### config.mk
export PLATFORM = sky130hd
export DESIGN_NAME = ram_arbiter_flat
export DESIGN_NICKNAME = d
export VERILOG_FILES = /design/src/rtl/ram_arbiter_if.sv /design/src/rtl/ram_arbiter.sv /design/src/flat_wrapper.sv
export SDC_FILE = /design/constraint.sdc
export NUM_CORES = 1
export LEC_CHECK = 0
export CELL_PAD_IN_SITES_DETAIL_PLACEMENT = 2
export CELL_PAD_IN_SITES_GLOBAL_PLACEMENT = 2
export CORE_UTILIZATION = 26
export DETAILED_ROUTE_END_ITERATION = 6
export GPL_ROUTABILITY_DRIVEN = 0
export PLACE_DENSITY = 0.78
export SLEW_MARGIN = 20
export SYNTH_ARGS = -nofsm -noshare
export SYNTH_HDL_FRONTEND = slang
export SYNTH_SLANG_ARGS = --single-unit
### constraint.sdc
create_clock -name clock -period 2.5 [get_ports clock]
set_input_delay 0.5 -clock clock [delete_from_list [all_inputs] [get_ports clock]]
set_output_delay 0.5 -clock clock [all_outputs]
set_load 0.01 [all_outputs]
### src/rtl/ram_arbiter_if.sv
// Requester and RAM-side signal bundle for the two-port RAM arbiter.
// The slave modport is the arbiter's view; the master modport is the
// requester/RAM model's view.
interface ram_arbiter_if;
  logic        cpu_req;
  logic        cpu_rw;
  logic [15:0] cpu_addr;
  logic [15:0] cpu_wdata;
  logic        cpu_ack;
  logic [15:0] cpu_rdata;

  logic        vid_req;
  logic        vid_rw;
  logic [15:0] vid_addr;
  logic [15:0] vid_wdata;
  logic        vid_ack;
  logic [15:0] vid_rdata;

  logic [15:0] bus_RAM_ADDRESS;
  logic [15:0] bus_RAM_DATA_OUT;
  logic        wire_RW;
  logic [15:0] bus_RAM_DATA_IN;

  logic        grant;
  logic        busy;

  modport slave (
    input  cpu_req, cpu_rw, cpu_addr, cpu_wdata,
    output cpu_ack, cpu_rdata,
    input  vid_req, vid_rw, vid_addr, vid_wdata,
    output vid_ack, vid_rdata,
    output bus_RAM_ADDRESS, bus_RAM_DATA_OUT, wire_RW,
    input  bus_RAM_DATA_IN,
    output grant, busy
  );

  modport master (
    output cpu_req, cpu_rw, cpu_addr, cpu_wdata,
    input  cpu_ack, cpu_rdata,
    output vid_req, vid_rw, vid_addr, vid_wdata,
    input  vid_ack, vid_rdata,
    input  bus_RAM_ADDRESS, bus_RAM_DATA_OUT, wire_RW,
    output bus_RAM_DATA_IN,
    input  grant, busy
  );
endinterface

### src/rtl/ram_arbiter.sv
// Round-robin arbiter sharing one single-port RAM between the CPU
// (requester 0) and the video/debug port (requester 1). One access at a
// time: IDLE -> ACCESS (RAM_LATENCY cycles) -> DONE (ack pulse) -> IDLE.
module ram_arbiter #(
  parameter int RAM_LATENCY = 1
) (
  input logic          clock,
  input logic          reset,
  ram_arbiter_if.slave bus
);
  typedef enum logic [1:0] {IDLE, ACCESS, DONE} state_t;

  localparam logic [2:0] LAST = 3'(RAM_LATENCY - 1);

  state_t           state;
  logic [2:0]       cnt;
  logic             owner;      // last/current winner, 0 = CPU
  logic [15:0]      lat_addr;
  logic [15:0]      lat_wdata;
  logic             rw_q;       // latched rw, only high while in ACCESS
  logic [1:0]       ack_q;
  logic [1:0][15:0] rdata_q;
  logic [1:0]       req;
  logic             pick;

  assign req = {bus.vid_req, bus.cpu_req};

  // Contention goes to whoever did not win last; otherwise the sole requester.
  assign pick = (req == 2'b11) ? ~owner : req[1];

  assign bus.bus_RAM_ADDRESS  = lat_addr;
  assign bus.bus_RAM_DATA_OUT = lat_wdata;
  assign bus.wire_RW          = rw_q;
  assign bus.cpu_ack          = ack_q[0];
  assign bus.vid_ack          = ack_q[1];
  assign bus.cpu_rdata        = rdata_q[0];
  assign bus.vid_rdata        = rdata_q[1];
  assign bus.grant            = owner;
  assign bus.busy             = (state != IDLE);

  // Arbitration FSM; all outputs registered so reset clears them at once.
  always_ff @(posedge clock or negedge reset) begin
    if (!reset) begin
      state     <= IDLE;
      cnt       <= 3'd0;
      owner     <= 1'b1;   // makes the CPU win the first contention
      lat_addr  <= 16'h0000;
      lat_wdata <= 16'h0000;
      rw_q      <= 1'b0;
      ack_q     <= 2'b00;
      rdata_q   <= '0;
    end else begin
      case (state)
        IDLE: begin
          ack_q <= 2'b00;
          if (|req) begin
            owner     <= pick;
            lat_addr  <= pick ? bus.vid_addr  : bus.cpu_addr;
            lat_wdata <= pick ? bus.vid_wdata : bus.cpu_wdata;
            rw_q      <= pick ? bus.vid_rw    : bus.cpu_rw;
            cnt       <= 3'd0;
            state     <= ACCESS;
          end
        end
        ACCESS: begin
          if (cnt == LAST) begin
            if (!rw_q) rdata_q[owner] <= bus.bus_RAM_DATA_IN;
            rw_q         <= 1'b0;
            ack_q[owner] <= 1'b1;
            state        <= DONE;
          end else begin
            cnt <= cnt + 3'd1;
          end
        end
        DONE: begin
          ack_q <= 2'b00;
          state <= IDLE;
        end
        default: state <= IDLE;
      endcase
    end
  end
endmodule

### src/flat_wrapper.sv
// flat-port wrapper written by rule: the top's interface ports become plain ports
module ram_arbiter_flat 
#(
  parameter int RAM_LATENCY = 1
)
  (clock, reset, bus_cpu_req, bus_cpu_rw, bus_cpu_addr, bus_cpu_wdata, bus_cpu_ack, bus_cpu_rdata, bus_vid_req, bus_vid_rw, bus_vid_addr, bus_vid_wdata, bus_vid_ack, bus_vid_rdata, bus_bus_RAM_ADDRESS, bus_bus_RAM_DATA_OUT, bus_wire_RW, bus_bus_RAM_DATA_IN, bus_grant, bus_busy);
  ram_arbiter_if bus_i ();
  input logic clock;
  input logic reset;
  input wire logic [$bits(bus_i.cpu_req)-1:0] bus_cpu_req;
  input wire logic [$bits(bus_i.cpu_rw)-1:0] bus_cpu_rw;
  input wire logic [$bits(bus_i.cpu_addr)-1:0] bus_cpu_addr;
  input wire logic [$bits(bus_i.cpu_wdata)-1:0] bus_cpu_wdata;
  output wire logic [$bits(bus_i.cpu_ack)-1:0] bus_cpu_ack;
  output wire logic [$bits(bus_i.cpu_rdata)-1:0] bus_cpu_rdata;
  input wire logic [$bits(bus_i.vid_req)-1:0] bus_vid_req;
  input wire logic [$bits(bus_i.vid_rw)-1:0] bus_vid_rw;
  input wire logic [$bits(bus_i.vid_addr)-1:0] bus_vid_addr;
  input wire logic [$bits(bus_i.vid_wdata)-1:0] bus_vid_wdata;
  output wire logic [$bits(bus_i.vid_ack)-1:0] bus_vid_ack;
  output wire logic [$bits(bus_i.vid_rdata)-1:0] bus_vid_rdata;
  output wire logic [$bits(bus_i.bus_RAM_ADDRESS)-1:0] bus_bus_RAM_ADDRESS;
  output wire logic [$bits(bus_i.bus_RAM_DATA_OUT)-1:0] bus_bus_RAM_DATA_OUT;
  output wire logic [$bits(bus_i.wire_RW)-1:0] bus_wire_RW;
  input wire logic [$bits(bus_i.bus_RAM_DATA_IN)-1:0] bus_bus_RAM_DATA_IN;
  output wire logic [$bits(bus_i.grant)-1:0] bus_grant;
  output wire logic [$bits(bus_i.busy)-1:0] bus_busy;
  assign bus_i.cpu_req = bus_cpu_req;
  assign bus_i.cpu_rw = bus_cpu_rw;
  assign bus_i.cpu_addr = bus_cpu_addr;
  assign bus_i.cpu_wdata = bus_cpu_wdata;
  assign bus_cpu_ack = bus_i.cpu_ack;
  assign bus_cpu_rdata = bus_i.cpu_rdata;
  assign bus_i.vid_req = bus_vid_req;
  assign bus_i.vid_rw = bus_vid_rw;
  assign bus_i.vid_addr = bus_vid_addr;
  assign bus_i.vid_wdata = bus_vid_wdata;
  assign bus_vid_ack = bus_i.vid_ack;
  assign bus_vid_rdata = bus_i.vid_rdata;
  assign bus_bus_RAM_ADDRESS = bus_i.bus_RAM_ADDRESS;
  assign bus_bus_RAM_DATA_OUT = bus_i.bus_RAM_DATA_OUT;
  assign bus_wire_RW = bus_i.wire_RW;
  assign bus_i.bus_RAM_DATA_IN = bus_bus_RAM_DATA_IN;
  assign bus_grant = bus_i.grant;
  assign bus_busy = bus_i.busy;
  ram_arbiter #(.RAM_LATENCY(RAM_LATENCY)) u_core (.clock(clock), .reset(reset), .bus(bus_i));
endmodule
==> results of run 1 <==
-- power by group --
part | switching (uW) | internal [uW]
clock network | 471 | 818
registers | 327 | 1770
logic | 1060 | 1890
total | 1860 | 4480
-- sequential cells by signal, indices dropped and copies added, names as in the netlist --
name and cells:
u_core.ack_q 2, u_core.bus.vid_rdata 16, u_core.bus.grant 1, u_core.state 2, u_core.cnt 3, u_core.bus.bus_RAM_DATA_OUT 16, u_core.bus.bus_RAM_ADDRESS 16, u_core.bus.wire_RW 1
u_core.bus.cpu_rdata 16
-- placed cells by master, fill, tap and decap left out, types with 3 or more instances in the layout --
| master | n |
|---|---|
| mux2_2 | 86 |
| buf_4 | 3 |
| nor2_1 | 4 |
| mux2_4 | 10 |
| clkbuf_16 | 9 |
| clkdlybuf4s50_1 | 153 |
| dfrtp_1 | 72 |
| buf_12 | 3 |
| inv_1 | 5 |
-- through the flow --
stage          hold slack [ns]  std cells  utilization, %  total power (uW)  instance area [sq um]
2_1_floorplan            0.204        212               -              3530                   3290
3_3_place_gp             0.483        528            41.2              5030                   5010
3_5_place_dp             0.494        528            41.2              5140                   5010
4_1_cts                  0.136        543            43.6              6480                   5300
5_1_grt                  0.150        543            43.6              6720                   5300
6_report                 0.124        543            43.6              6340                   5300
-- path summary, 6_finish.rpt --
kind / endpoint / from / slack, ns
max in group asynchronous: u_core.bus.grant / reset / 1.72
hold / removal: u_core.bus.bus_RAM_ADDRESS[10] / reset / 0.12
setup / recovery: bus_busy / u_core.state[0] / 0.36
hold reg to reg: u_core.bus.vid_rdata[9] / u_core.bus.vid_rdata[9] / 0.50
setup reg to reg: u_core.bus.vid_rdata[8] / u_core.cnt[1] / 0.54
min in group clock: u_core.bus.vid_rdata[9] / u_core.bus.vid_rdata[9] / 0.50
-- final cells by class --
type | instances | area (sq um)
Clock inverter | 3 | 40.0
Multi-Input combinational cell | 123 | 1340
Sequential cell | 73 | 1830
Tap cell | 168 | 210
Inverter | 5 | 18.8
Timing Repair Buffer | 159 | 1610
Clock buffer | 12 | 256
Fill cell | 1215 | 6860
-- cell families after synthesis --
group,Yosys count,synth area share (%)
buf+inv,16,3.85
flops,73,55.6
mux,98,34.7
compound gates,10,2.17
simple gates,13,2.93
fa+ha+maj,2,0.761
-- metal layers --
layer / part of all wire, % / vias to the layer above
met5: 0 / -
met4: 1.4 / 0
met3: 5.7 / 11
met2: 54 / 79
met1: 39 / 1197
li1: - / 1075
==> summary by stage, run 1 <==
Power and ir drop
The worst IR drop on VDD is 0.535 mV. In this run the power density over the cells is 1200 mW/mm^2. The leakage power summed over all cells is 0.00218 uW.

Global route
The initial antenna violation count is 0. The wire length of the first global-routing pass is 14400 microns. Entering global routing, the biggest net connects 40 pins.

The overall overflow remaining after global route is 0. The most utilized layer in the global route result is met2. The met3 usage in global routing is 5.35%. The all-layer global routing usage is 14.8%. The number of global-route vias before repair is 2687.

In the global route stage, met1 resource usage came out at 15.9%. Global routing used 27.1% of the available met2 tracks.

STA
The final critical-path share of the clock period is 85.6%. The number of setup violations in the final report is 0. The actual transition at the worst max-transition pin is 0.502 ns.

For the final routed database, the setup TNS stands at 0 ns. The fmax is 0.467 GHz. After layout, the minimum clock period comes to 2.14 ns. The number of hold violations in the final report was 0.

In the post-route analysis, the smallest setup slack over all paths is 0.360 ns. Headroom to the max-slew limit came out at 66.3%. The final-report max-slew violation count is 0. Setup repair after global routing left no endpoint under its margin. Between clock sinks in the finished design, the worst skew comes to 0.00615 ns.

Drt
The number of design rule violations left after detail routing is 0. Dividing the detail-routed via count by the number of cells gives 4.35. The count of TritonRoute iterations in the first routing pass is 2. The first-iteration detailed-routing DRC count is 46.

The routed layout has 2362 vias. The detail route stage leaves a number of antenna-violating nets equal to 0. Dividing the detail-routed wire length by the instance count gives 16.8 microns. Wires add up to 9110 microns.

Synth
During synthesis, Yosys emitted a total of 0 warnings. The fraction of the yosys area taken by sequential cells is 55.6%. In this run the biggest area consumer among cell types represents 54.8% of the synthesized area. The area of the mapped netlist is 0.00329 sq mm.

The largest total area in the synthesized netlist belongs to dfrtp_1. The distinct cell type count after synthesis is 27. The net count after synthesis is 300.

Of all flip-flops after synthesis, the portion carrying an async set or reset was 100%. The commonest cells after synthesis are mux2_2 (86), dfrtp_1 (72), mux2_4 (10). The cell count after synthesis is 212.

Each instance of the synthesized netlist takes up on average 15.5 sq um. For this run, the leading register cell type out of synthesis is dfrtp_1. After synthesis the netlist holds a flip-flop and latch count of 73. The count of flip-flops with a built-in enable after synthesis is 0. Sorting the synthesized cells by area gives the leading types as dfrtp_1 (55%), mux2_2 (29%), mux2_4 (4.6%). By instance count, the leading cell after synthesis is mux2_2.

Clock tree
The number of setup buffers added after CTS is 0. The worst-case clock buffer depth is 2. The H-tree generated during clock tree synthesis spans 3 levels. For this design, the sink count on the clock tree is 73. The insertion delay of the later-clocked pin in the worst-skew pair is 0.33 ns.

The number of gates resized after CTS was 0. The quantity of hold-fixing buffers added after cts is 0. Clock-pin slew was measured on the worst setup and hold paths at 0.06 ns.

TritonCTS created 9 clock buffers. The tree is rooted in a clkbuf_16. TritonCTS built the clock tree.

Floorplan
The width of the chip is 114 microns. The die outline area is 0.0131 sq mm. The top-level port count is 155. For this configuration, the core starts out at a cell density of 27.0%. The floorplan row count is 40. The height of the die is 114 microns. The placeable core region is 0.0122 sq mm.

Critical path
The critical path goes through nor2_1 > inv_1 > clkdlybuf4s50_1. Among cell families on the critical path, the largest total delay comes from buffers and inverters. In this run the worst path has a maximum fanout of 5.

At the worst endpoint, the required time is 2.00 ns. The peak per-stage delay on the critical path is 0.57 ns. The worst setup path is of the reg -> out kind. The critical path crosses 3 cells after its start point. The slowest stage of the critical path is the clkdlybuf4s50_1 cell. Counting both buffers and inverters, the worst setup path holds a total of 2. STA classifies the critical path endpoint as an output pin.

Measured in cells, the most critical reg-to-reg path has a length of 6. STA classifies the critical path startpoint as a flop. The worst path arrival time is 1.64 ns.

Flow run
Across the run, the number of max-cap violations was 0.

Finish
Cells with a size suffix above 1 make up 32.3% of the layout. From synthesis to final layout, the design area changed by 61.4%. The final net count is 459. The repair_antennas step left the layout with diodes totalling 0.

Placed design
The placed wire-length estimate after detailed placement is 6830 microns. The count of buffers added on input and output ports is 154. Prior to clock tree synthesis, the placed netlist has a worst setup slack of 0.326 ns.

Worst hold path
The class of the tightest hold or removal check is in -> async.

Status
The flow ran to the end, and the final reports show no timing, DRC or antenna violations.
(Power assumes the default switching activity.)
==> run 2: changes to the inputs <==
--- a/config.mk
+++ b/config.mk
@@ -7,10 +7,11 @@
 export LEC_CHECK = 0
 export CELL_PAD_IN_SITES_DETAIL_PLACEMENT = 2
 export CELL_PAD_IN_SITES_GLOBAL_PLACEMENT = 2
-export CORE_UTILIZATION = 26
+export CORE_UTILIZATION = 27
+export CTS_BUF_LIST = sky130_fd_sc_hd__clkbuf_8
 export DETAILED_ROUTE_END_ITERATION = 6
 export GPL_ROUTABILITY_DRIVEN = 0
-export PLACE_DENSITY = 0.78
+export PLACE_DENSITY = 0.81
 export SLEW_MARGIN = 20
 export SYNTH_ARGS = -nofsm -noshare
 export SYNTH_HDL_FRONTEND = slang
==> run 2 against run 1 <==
  * The flow now finishes with violations (design-rule violations)
  * Hold slack worse by 0.028 ns
  * Critical path type unchanged
  * Global-route usage is 0.93 points higher
  * Clock skew is 0.00087 ns higher
  * Combinational power hardly changed
  * Critical path depth stayed put
  * Clock power is 13% lower
==> summary by stage, run 2 (synthesis results as in run 1) <==
STA
The final critical-path share of the clock period came to 86.9% (+1.3 points). The aggregate negative setup slack is 0 ns (unchanged). The actual transition at the worst max-transition pin came to 0.514 ns (+0.0114 ns). The final-report max-slew violation count is 0 (unchanged). The number of hold violations in the final report is 0 (unchanged).

Setup repair after global routing left no endpoint under its margin. The number of setup violations in the final report is 0 (unchanged). The fmax is 0.460 GHz (-1.5%). The largest clock skew in the final design came to 0.00702 ns (+0.000872 ns). The post-route minimum period is 2.17 ns (+0.0333 ns).

The normalized max-slew margin is 65.6% (-0.77 points). The least setup slack across all paths after layout is 0.327 ns (-0.0333 ns).

Critical path
The kind of cell with the highest combined delay along the critical path is buffers and inverters. The highest net fanout along the worst path is 5 (unchanged). The worst setup path is captured at an output pin. The critical path required time is 2.00 ns (about the same). The category of the critical setup timing path is reg -> out. The number of buffer and inverter stages on the critical path is 2 (unchanged).

The launching element type of the critical path is a flop. The critical path's slowest cell is clkdlybuf4s50_1. The worst path arrival time was 1.67 ns (+0.03 ns). The peak per-stage delay on the critical path is 0.51 ns (-0.06 ns). Walking the worst path, the cells encountered are nor2_1 > inv_1 > clkdlybuf4s50_1.

Drt
The number of routed nets with antenna violations is 0 (unchanged). The wire length reported by the detailed router is 9420 microns (+3.3%). The number of vias after detailed routing came to 2358 (-0.17%). The first-iteration detailed-routing DRC count was 61 (+33%).

The post-detailed-route wirelength per cell came to 18.1 microns (+8.1%). The count of TritonRoute iterations in the first routing pass is 5 (+3). The ratio of routed vias to standard cells came to 4.54 (+4.4%). The number of design rule violations left after detail routing came to 11 (+11).

Power and ir drop
The leakage power summed over all cells was 0.00216 uW (-1.0%). The clock group share of total power is 18.2% (-2.1 points). The share of power burned in combinational logic is 47.7% (+1.2 points). The worst IR drop on VDD is 0.377 mV (-29%).

The total power density per cell area is 1190 mW/mm^2 (-0.72%). The share of total power in sequential cells was 34.1% (+1.0 points). The internal portion of total power is 4320 uW (-3.6%).

The fraction of power spent switching nets came to 30.1% (+0.71 points). The net switching component of the power came to 1860 uW (-0.28%).

Placed design
The placement-stage worst setup slack came to 0.315 ns (-0.0103 ns). The count of buffers from port buffering is 154 (unchanged). The cell count after placement was 503 (-4.7%). The area after detailed placement came to 0.00496 sq mm (-0.87%). The placed wire-length estimate after detailed placement is 7070 microns (+3.4%).

Status
The run finished, with violations left. The final reports fail on design-rule violations.

Finish
The final net count was 459 (unchanged). In the layout the commonest cells are clkdlybuf4s50_1 (153), mux2_2 (86), dfrtp_1 (72). The count of placed standard cells in the final layout, fillers left out is 519 (-4.4%).

The area taken by flip-flops and latches came to 0.00183 sq mm (unchanged). The library cell used most frequently in the layout, excluding fill and tap cells, is clkdlybuf4s50_1. The fraction of final layout cells sized beyond drive strength 1 was 31.9% (-0.35 points).

The footprint of the multi-input gates is 0.00134 sq mm (unchanged). The finished layout cell area came to 0.00520 sq mm (-1.9%). The number of filler cells placed in the layout is 1152 (-5.2%).

The number of diodes is 0 (unchanged). The layout overhead on the synthesized area is 58.3%.

Clock tree
The number of levels in the clock H-tree is 3 (unchanged). The quantity of hold-fixing buffers added after cts is 0 (unchanged). The worst-case clock buffer depth is 2 (unchanged). The clock sink total came to 73 (unchanged).

The number of setup buffers added after CTS is 0 (unchanged). The cell chosen for the clock root is clkbuf_8. The register clock-pin slew on the reported worst setup and hold paths came to 0.08 ns (+0.02 ns).

The clock tree from TritonCTS is built. The insertion delay of the later-clocked pin in the worst-skew pair is 0.35 ns (+0.02 ns). The number of CTS-inserted buffers is 9 (unchanged). The post-cts repair resize count is 0 (unchanged).

Global route
The wire length of the first global-routing pass is 15000 microns (+4.3%). The initial antenna violation count is 0 (unchanged). The overall overflow remaining after global route is 0 (unchanged). The number of global-route vias before repair is 2782 (+3.5%).

The all-layer global routing usage was 15.7% (+0.93 points). The pin count of the biggest net entering global routing was 41 (+2.5%).

Floorplan
The placeable core region is 0.0116 sq mm (-4.5%). The die outline area is 0.0126 sq mm (-3.6%). The top-level port count came to 155 (unchanged). The floorplan row count is 39 (-2.5%).

The initial core utilization was 28.3% (+1.3 points). The width of the chip was 112 microns (-1.8%). The height of the die is 112 microns (-1.8%).

Worst hold path
The class of the tightest hold or removal check is in -> async.

Flow run
The total of max-cap violations is 0 (unchanged).
## run 2: changes by cell type in the layout (fill, tap and decap cells not counted)
cell,previous run,this run
clkbuf_16,9,0
clkbuf_8,2,10
bufinv_16,1,3
buf_4,3,4
clkinv_2,2,0
clkbuf_1,1,0
buf_12,3,2
inv_1,5,8
## run 2: worst reg2reg max path, cell delays in order (launching register included)
cell       delay [ns]
dfrtp_1          0.41
inv_1            0.08
ha_1             0.25
nand4bb_4        0.15
inv_1            0.12
nand3b_2         0.41
mux2_2           0.44
## run 2: area by class of cell
type / instances / share of cell area [%]
inverter: 5 / 0.361
clock buffer: 10 / 2.65
clock inverter: 6 / 1.95
tap: 143 / 3.44
sequential: 73 / 35.1
timing repair buffer: 159 / 30.8
multi-input combinational: 123 / 25.7
## run 2: path summary, 6_finish.rpt
| path | startpoint | slack (ns) | depth (start not counted) | to |
|---|---|---|---|---|
| worst max register to register | u_core.cnt[0] | 0.53 | 6 | u_core.bus.vid_rdata[1] |
| max in group asynchronous | reset | 1.75 | 2 | u_core.bus.grant |
| worst min-delay path | reset | 0.1 | 1 | u_core.bus.cpu_rdata[5] |
| worst min register to register | u_core.bus.bus_RAM_DATA_OUT[12] | 0.51 | 1 | u_core.bus.bus_RAM_DATA_OUT[12] |
| worst max-delay path | u_core.state[0] | 0.33 | 3 | bus_busy |
| min in group clock | u_core.bus.bus_RAM_DATA_OUT[12] | 0.51 | 1 | u_core.bus.bus_RAM_DATA_OUT[12] |
## run 2: routing by layer
metal,part of all wire [%],track usage [%],vias to the layer above
met1,37,17.0,1199
met4,1.8,6.58,0
li1,-,-,1071
met2,55,29.6,76
met3,5.9,3.46,12
met5,0,0,-
## run 2: power groups by stage
stage | Combinational (uW) | Sequential (uW) | Clock, uW
after floorplan | 1190 | 2340 | 0
after global placement | 2930 | 2090 | 0
after detailed placement | 3000 | 2140 | 0
after CTS | 3010 | 2120 | 1170
after global routing | 3140 | 2180 | 1210
final | 2940 | 2110 | 1120
## run 2: through the flow
| step | hold WS, ns | total power [uW] | util, % |
|---|---|---|---|
| 2_1_floorplan | 0.204 | 3530 | - |
| 3_3_place_gp | 0.484 | 5010 | 42.7 |
| 3_5_place_dp | 0.488 | 5140 | 42.7 |
| 4_1_cts | 0.0978 | 6300 | 44.8 |
| 5_1_grt | 0.103 | 6530 | 44.8 |
| 6_report | 0.0959 | 6170 | 44.8 |
==> run 3: changes to the inputs <==
--- a/config.mk
+++ b/config.mk
@@ -12,6 +12,7 @@
 export DETAILED_ROUTE_END_ITERATION = 6
 export GPL_ROUTABILITY_DRIVEN = 0
 export PLACE_DENSITY = 0.81
+export SETUP_SLACK_MARGIN = 0.1
 export SLEW_MARGIN = 20
 export SYNTH_ARGS = -nofsm -noshare
 export SYNTH_HDL_FRONTEND = slang
==> results of run 3 <==
The final DEF is identical to that of run 2; final timing and power are the same.
